[config.mk]
export PLATFORM = sky130hd
export DESIGN_NAME = jailbreak_hs_seq
export DESIGN_NICKNAME = d
export VERILOG_FILES = /design/src/rtl/jailbreak_pkg.sv /design/src/rtl/jailbreak_hs_seq.sv
export SDC_FILE = /design/constraint.sdc
export NUM_CORES = 1
export LEC_CHECK = 0
export CAP_MARGIN = 15
export CORE_ASPECT_RATIO = 0.7
export CORE_UTILIZATION = 26
export DETAILED_ROUTE_END_ITERATION = 6
export GPL_ROUTABILITY_DRIVEN = 0
export GPL_TIMING_DRIVEN = 0
export MAX_ROUTING_LAYER = met4
export PLACE_DENSITY_LB_ADDON = 0.1
export RECOVER_POWER = 100
export SYNTH_ARGS = -nofsm -noshare
export SYNTH_HDL_FRONTEND = slang
export SYNTH_SLANG_ARGS = --single-unit
export TNS_END_PERCENT = 50
[constraint.sdc]
create_clock -name clk -period 5.6 [get_ports clk]
set_clock_uncertainty 0.1 [all_clocks]
set_input_delay 0.84 -clock clk [delete_from_list [all_inputs] [get_ports clk]]
set_output_delay 0.84 -clock clk [all_outputs]
set_load 0.03 [all_outputs]
[src/rtl/jailbreak_pkg.sv]
// Shared types and defaults for the Jailbreak high-score save/restore sequencer.
package jailbreak_pkg;

  typedef enum logic [2:0] {
    ST_IDLE,
    ST_HALT,
    ST_SAVE,
    ST_RESTORE,
    ST_VERIFY,
    ST_RELEASE
  } hs_seq_state_e;

  typedef enum logic {
    DIR_SAVE,
    DIR_RESTORE
  } hs_dir_e;

  localparam int unsigned HS_HALT_SETTLE_DEFAULT = 16;

endpackage

[src/rtl/jailbreak_hs_seq.sv]
// Halts the core and copies high-score bytes between the core port and a buffer RAM.
// Optional read-back check after restore is enabled by defining JAILBREAK_HS_VERIFY_EN.
module jailbreak_hs_seq
  import jailbreak_pkg::*;
#(
  parameter int unsigned ADDR_WIDTH  = 12,
  parameter int unsigned HALT_SETTLE = HS_HALT_SETTLE_DEFAULT,
  parameter int unsigned CORE_RD_LAT = 2
) (
  input  logic                  clk,
  input  logic                  reset_n,
  input  logic                  start_save,
  input  logic                  start_restore,
  input  logic [ADDR_WIDTH:0]   len,
  output logic                  busy,
  output logic                  done,
  output logic                  error,
  output logic                  processor_halt,
  output logic [ADDR_WIDTH-1:0] hs_address,
  output logic [7:0]            hs_data_in,
  input  logic [7:0]            hs_data_out,
  output logic                  hs_write_enable,
  output logic                  hs_access_write,
  output logic [ADDR_WIDTH-1:0] buf_addr,
  output logic [7:0]            buf_wr_data,
  output logic                  buf_wr,
  input  logic [7:0]            buf_rd_data
);

  localparam int unsigned CW = ADDR_WIDTH + 1;
  localparam int unsigned SW = $clog2(HALT_SETTLE) + 1;
  localparam int unsigned LW = $clog2(CORE_RD_LAT) + 1;

  hs_seq_state_e         state_q;
  hs_dir_e               dir_q;
  logic [CW-1:0]         len_q;
  logic [CW-1:0]         cnt_q;
  logic [SW-1:0]         settle_q;
  logic [LW-1:0]         lat_q;
  logic                  busy_q, done_q, halt_q;
  logic                  hs_we_q, hs_aw_q, buf_wr_q;
  logic [ADDR_WIDTH-1:0] hs_addr_q, buf_addr_q;
  logic [7:0]            hs_din_q, buf_wdata_q;
`ifdef JAILBREAK_HS_VERIFY_EN
  logic                  err_q;
`endif

  // cnt_q == len_q marks the drain cycle in which the final strobe is visible.
  always_ff @(posedge clk) begin
    if (!reset_n) begin
      state_q     <= ST_IDLE;
      dir_q       <= DIR_SAVE;
      len_q       <= '0;
      cnt_q       <= '0;
      settle_q    <= '0;
      lat_q       <= '0;
      busy_q      <= 1'b0;
      done_q      <= 1'b0;
      halt_q      <= 1'b0;
      hs_we_q     <= 1'b0;
      hs_aw_q     <= 1'b0;
      buf_wr_q    <= 1'b0;
      hs_addr_q   <= '0;
      buf_addr_q  <= '0;
      hs_din_q    <= '0;
      buf_wdata_q <= '0;
`ifdef JAILBREAK_HS_VERIFY_EN
      err_q       <= 1'b0;
`endif
    end else begin
      hs_we_q  <= 1'b0;
      buf_wr_q <= 1'b0;
      done_q   <= 1'b0;
      case (state_q)
        ST_IDLE: begin
          if (start_save || start_restore) begin
            dir_q  <= start_save ? DIR_SAVE : DIR_RESTORE;
            len_q  <= len;
            cnt_q  <= '0;
            busy_q <= 1'b1;
`ifdef JAILBREAK_HS_VERIFY_EN
            err_q  <= 1'b0;
`endif
            if (len == '0) begin
              state_q <= ST_RELEASE;
              done_q  <= 1'b1;
            end else begin
              state_q  <= ST_HALT;
              halt_q   <= 1'b1;
              settle_q <= SW'(HALT_SETTLE - 1);
            end
          end
        end
        ST_HALT: begin
          if (settle_q == '0) begin
            lat_q      <= '0;
            hs_addr_q  <= '0;
            buf_addr_q <= '0;
            if (dir_q == DIR_SAVE) begin
              state_q <= ST_SAVE;
            end else begin
              state_q <= ST_RESTORE;
              hs_aw_q <= 1'b1;
            end
          end else begin
            settle_q <= settle_q - SW'(1);
          end
        end
        ST_SAVE: begin
          if (cnt_q == len_q) begin
            state_q <= ST_RELEASE;
            done_q  <= 1'b1;
            halt_q  <= 1'b0;
          end else if (lat_q == LW'(CORE_RD_LAT)) begin
            buf_wr_q    <= 1'b1;
            buf_addr_q  <= hs_addr_q;
            buf_wdata_q <= hs_data_out;
            hs_addr_q   <= ADDR_WIDTH'(cnt_q + CW'(1));
            cnt_q       <= cnt_q + CW'(1);
            lat_q       <= '0;
          end else begin
            lat_q <= lat_q + LW'(1);
          end
        end
        ST_RESTORE: begin
          if (cnt_q == len_q) begin
            hs_aw_q <= 1'b0;
`ifdef JAILBREAK_HS_VERIFY_EN
            state_q    <= ST_VERIFY;
            cnt_q      <= '0;
            lat_q      <= '0;
            hs_addr_q  <= '0;
            buf_addr_q <= '0;
`else
            state_q <= ST_RELEASE;
            done_q  <= 1'b1;
            halt_q  <= 1'b0;
`endif
          end else if (lat_q != '0) begin
            // Buffer data for the current address is valid this cycle.
            hs_we_q    <= 1'b1;
            hs_addr_q  <= buf_addr_q;
            hs_din_q   <= buf_rd_data;
            buf_addr_q <= ADDR_WIDTH'(cnt_q + CW'(1));
            cnt_q      <= cnt_q + CW'(1);
            lat_q      <= '0;
          end else begin
            lat_q <= LW'(1);
          end
        end
`ifdef JAILBREAK_HS_VERIFY_EN
        ST_VERIFY: begin
          if (lat_q == LW'(CORE_RD_LAT)) begin
            if (hs_data_out != buf_rd_data) err_q <= 1'b1;
            if (cnt_q == len_q - CW'(1)) begin
              state_q <= ST_RELEASE;
              done_q  <= 1'b1;
              halt_q  <= 1'b0;
            end else begin
              hs_addr_q  <= ADDR_WIDTH'(cnt_q + CW'(1));
              buf_addr_q <= ADDR_WIDTH'(cnt_q + CW'(1));
              cnt_q      <= cnt_q + CW'(1);
              lat_q      <= '0;
            end
          end else begin
            lat_q <= lat_q + LW'(1);
          end
        end
`endif
        ST_RELEASE: begin
          busy_q  <= 1'b0;
          state_q <= ST_IDLE;
        end
        default: state_q <= ST_IDLE;
      endcase
    end
  end

  assign busy            = busy_q;
  assign done            = done_q;
  assign processor_halt  = halt_q;
  assign hs_address      = hs_addr_q;
  assign hs_data_in      = hs_din_q;
  assign hs_write_enable = hs_we_q;
  assign hs_access_write = hs_aw_q;
  assign buf_addr        = buf_addr_q;
  assign buf_wr_data     = buf_wdata_q;
  assign buf_wr          = buf_wr_q;
`ifdef JAILBREAK_HS_VERIFY_EN
  assign error           = err_q;
`else
  assign error           = 1'b0;
`endif

endmodule
**Yosys cells after proc, flatten, opt, wreduce, memory -nomap -nowiden**

Cells that the tools add are included.

- Register bits after elaboration: 83
- Output and inout port bits: 47
- Logic and storage cells: 114
- Input bits: 33
- Bits in read-only memories: 0
- Memory bits (writable): 0
- Latch bits: 0
- Memories kept: 0

- Shifts and indexed selects: 0
- Equal/unequal tests: 17
- Reduce and logical (&&, ||, !) cells: 25
- Bitwise logic cells: 4
- Mux-type cells: 49
- Multiply operators: 0
- Add/sub/neg operators: 3
- Magnitude comparators: 0
- Div/mod/pow operators: 0

Operators by type and width:

| operator | count |
|---|---|
| $mux W12 | 9 |
| $pmux W12 S3 | 2 |
| $mux W13 | 5 |
| $pmux W13 S3 | 1 |
| $ne A2 B2 Y1 const B | 10 |
| $reduce_and A4 Y1 | 4 |
| $mux W5 | 3 |
| $mux W1 | 14 |
| $add A13 B1 Y13 const B | 1 |
| $eq A13 B13 Y1 | 1 |
| $logic_not A13 Y1 | 1 |
| $mux W3 | 4 |
| $reduce_and A6 Y1 | 2 |
| $pmux W5 S2 | 1 |
| $reduce_bool A2 Y1 | 5 |
| $pmux W3 S3 | 1 |
| $reduce_and A3 Y1 | 3 |
| $mux W2 | 4 |
| $pmux W1 S2 | 4 |
| $eq A3 B2 Y1 const B | 2 |
| $pmux W2 S3 | 1 |
| $reduce_bool A3 Y1 | 2 |
| $reduce_or A3 Y1 | 2 |
| $logic_not A5 Y1 | 1 |
| other kinds (11) | 15 |

**Depth between registers and ports, before layout**

- Depth after elaboration: 4
- Depth in mapped cells: 9
- Mapped depth without buffers: 8

**Worst setup path after synthesis**

Ideal clock, no wire load.

- Path kind: in2reg
- From: input len[0]
- To: register settle_q[2]
- Data required time: 5.365 ns
- Cell stages on the path: 6
- Library setup time: 0.135 ns
- Setup slack: 3.530 ns
- Buffers on the path: 0
- Data arrival time: 1.836 ns
- Cell sequence: nor4_1 -> nand3_1 -> o221ai_1 -> or2_2 -> xor2_1 -> a21oi_1

- Cells in the longest elaborated chain, start to end: 3

Ends and longest elaborated chain:

| what | RTL line | text |
|---|---|---|
| start, declared | jailbreak_hs_seq.sv:14 | `input logic [ADDR_WIDTH:0] len,` |
| $logic_not A13 Y1 | jailbreak_hs_seq.sv:84 | `if (len == '0) begin` |
| $ne A2 B2 Y1 (no line) | -- |  |
| $reduce_and A4 Y1 (no line) | -- |  |
| end signal, assigned | jailbreak_hs_seq.sv:90 | `settle_q <= SW'(HALT_SETTLE - 1);` |
| end signal, assigned | jailbreak_hs_seq.sv:106 | `settle_q <= settle_q - SW'(1);` |
| end, declared | jailbreak_hs_seq.sv:38 | `logic [SW-1:0] settle_q;` |

No other way between the ends.
A chain may end at the register's enable or synchronous reset.

**Worst setup path after layout**

- From: register cnt_q[3]
- To: register hs_addr_q[10], in the netlist hs_address[10]

- Cells in the longest elaborated chain, start to end: 4
- Elaborated cells between the ends (all ways): 8
- Those cells by class: add/sub: 1; eq/ne: 3; mux: 3; reduce/logical: 1

Ends and longest elaborated chain:

| what | RTL line | text |
|---|---|---|
| start, declared | jailbreak_hs_seq.sv:37 | `logic [CW-1:0] cnt_q;` |
| start signal, assigned | jailbreak_hs_seq.sv:119 | `cnt_q <= cnt_q + CW'(1);` |
| start signal, assigned | jailbreak_hs_seq.sv:145 | `cnt_q <= cnt_q + CW'(1);` |
| $add A13 B1 Y13 | -- |  |
| $mux W12 | jailbreak_hs_seq.sv:114 | `end else if (lat_q == LW'(CORE_RD_LAT)) begin` |
| $mux W12 | jailbreak_hs_seq.sv:110 | `if (cnt_q == len_q) begin` |
| $pmux W12 S3 | jailbreak_hs_seq.sv:74 | `case (state_q)` |
| end signal, assigned | jailbreak_hs_seq.sv:118 | `hs_addr_q <= ADDR_WIDTH'(cnt_q + CW'(1));` |
| end signal, assigned | jailbreak_hs_seq.sv:142 | `hs_addr_q <= buf_addr_q;` |
| end, declared | jailbreak_hs_seq.sv:42 | `logic [ADDR_WIDTH-1:0] hs_addr_q, buf_addr_q;` |

Parallel ways exist; a longest one is shown, timed or not. The select of a mux whose other input is x is not followed.

==> impl_metrics.ini <==
[clock_network]
cts_tree = yes
cts.path.max_buffers = 2
post_cts_resized = 0
ctsRootBufferMaster = clkbuf_16
cts_setup_buffers = 0
cts_buffers = 9
cts_sinks = 83
clk_pin_slew_ns = 0.06
cts_hold_buf = 0
insertion_delay_ns = 0.34
htree_levels = 3

[routing]
viasPerCell = 4.86
topRoutingLayerUsed = met4
met2_length_um = 5330
drt_iter0_markers = 226
dr_wl_met3_um = 628
dr_total_vias = 3769
wl_per_cell_um = 16.4
wl_met1_um = 6690
firstDrtPassIters = 4
drc_errors = 0
routed_wl_um = 12800
detail-route-antenna-nets = 0

[placed_design]
dpl.hpwl_um = 9370
io_buffers = 78
dp_slack_ns = 2.25

[timing]
rsz0062_at_grt = false
fin_crit_ns = 3.68
worst_pin_slew_ns = 1.25
max_freq_mhz = 271
period_share_pct = 65.8
hold_viol = 0
max_slew_margin_pct = 15.5
tns_ns = 0
setup_viol = 0
slew_violations = 0
whs_ns = 0.355
layout_setup_ws_ns = 1.92

[floorplan]
boundaryPins = 80
die_width_um = 152
rows = 37
core_area_um2 = 15000
fp.dieH_um = 107
dieArea_um2 = 16200
initial_core_util_pct = 27.2

[layout]
drive_gt1_share_pct = 7.41
layout_common_cells = 110 x nand2_1, 83 x dfxtp_1, 49 x dlygate4sd3_1
final_util_pct = 36.2
nets = 611
syn_to_final_growth_pct = 32.8
final_common_cell = nand2_1

[synthesis]
syn_area_um2 = 4080
synth_edf_count = 0
avgSynthCellArea_um2 = 8.39
synth_ff_type = dfxtp_1
async_reset_ff_share_pct = 0
ys_types = 59
yosysWarnings = 0
synth_cells = 487
ys_seq_area_share_pct = 40.7
yosys_register_bits = 83
synth_nets = 522

[critical_path]
cp-start-kind = register
crit_type = register to register
critPathArrivalTime_ns = 3.84
crit_required_ns = 5.76
crit_fanout = 10
endpoint_kind = register

[run_status]
status = finished clean

[power]
peakVddDrop_v = 0.000151
leakage_nw = 2.23
powerDensity_nw_per_um2 = 344
totalPowerFinal_mw = 1.87

[grt]
grt_pass1_vias = 3784
antenna_found_initial = 1
track_usage_pct = 17.2
grt_start_max_net_pins = 14
overflow = 0
grt_pass1_wl_um = 20500

[flow_run]
cap_violations = 0

[min_path]
hp-class = register to register
[layer usage]
layer,track usage [%],vias up
met3,3.96,8
met1,24.7,1787
li1,-,1885
met5,-,-
met4,4.31,0
met2,23.8,89
[report_power, final]
group,total [mW],internal (mW),leakage [nW],switching [mW]
logic,0.517,0.177,1.40,0.340
clock network,0.674,0.433,0.159,0.241
registers,0.676,0.639,0.673,0.0363
total,1.87,1.25,2.23,0.617
[sequential cells by signal, indices dropped and copies added, names as in the netlist, 2 cells and up]
name and cells:
buf_addr 12, buf_wr_data 8, cnt_q 13, hs_address 12, hs_data_in 8, lat_q 2
len_q 13, settle_q 5, state_q 3
[kinds of logic (layout without fill, tap and decap cells)]
kind of cell	count (synthesis)	after routing	synth area share, %
and+or+nand+nor	196	196	22.3
AOI/OAI and AO/OA	90	90	14.6
DFF	83	83	40.7
buffers and inverters	46	139	5.42
muxes	44	44	11.0
xor gates and xnor gates	25	25	5.36
adders and majority gates	2	2	0.613
other	1	2	0.0918
[through the flow]
step | cell area (µm²) | cells
after floorplan | 4080 | 487
after global placement | 5110 | 760
after detailed placement | 5110 | 760
after CTS | 5440 | 775
after global routing | 5420 | 776
final | 5420 | 776
[synth_stat cells (all sizes together) (3+ instances only)]
cell type / instances / area, µm²
a2111oi: 3 / 26.3
a211oi: 3 / 22.5
a21o: 4 / 31.3
a21oi: 27 / 135
and2: 4 / 26.3
and3: 9 / 57.6
buf: 14 / 101
clkbuf: 23 / 86.3
dfxtp: 83 / 1660
inv: 8 / 30.0
mux2: 6 / 67.6
mux2i: 38 / 380
nand2: 110 / 413
nand3: 18 / 90.1
nand4: 3 / 18.8
nor2: 20 / 77.6
nor3: 7 / 45.0
nor4: 8 / 50.1
o211ai: 12 / 90.1
o21ai: 18 / 90.1
o32a: 3 / 30.0
or3: 4 / 26.3
xnor2: 20 / 175
xor2: 5 / 43.8
[layout make-up]
type,instances,area [µm²]
Antenna cell,1,2.50
Buffer,37,171
Timing Repair Buffer,78,781
Fill cell,1585,9580
Clock inverter,5,103
Sequential cell,83,1660
Tap cell,195,244
Inverter,9,33.8
Clock buffer,10,229
Multi-Input combinational cell,358,2200
[worst max-delay path: stages, from the launching register on]
cell      delay (ns)
dfxtp_1         0.30
clkbuf_1        0.29
xnor2_1         0.19
nand4_1         0.13
nor2_1          0.40
a21oi_1         0.35
a21boi_0        0.87
clkbuf_1        0.70
mux2i_1         0.26
[final timing paths]
| kind | endpoint | cells past startpoint | start | slack [ns] |
|---|---|---|---|---|
| worst max-delay path | hs_address[10]$_SDFFE_PN0P_ | 8 | cnt_q[3]$_SDFFE_PN0P_ | 1.92 |
| worst min-delay path | buf_wr_data[3]$_SDFFE_PN0P_ | 2 | buf_wr_data[3]$_SDFFE_PN0P_ | 0.36 |
| worst max register to register | hs_address[10]$_SDFFE_PN0P_ | 8 | cnt_q[3]$_SDFFE_PN0P_ | 1.92 |
| worst min register to register | buf_wr_data[3]$_SDFFE_PN0P_ | 2 | buf_wr_data[3]$_SDFFE_PN0P_ | 0.36 |
Note: power is estimated with default switching activity, not from simulation.
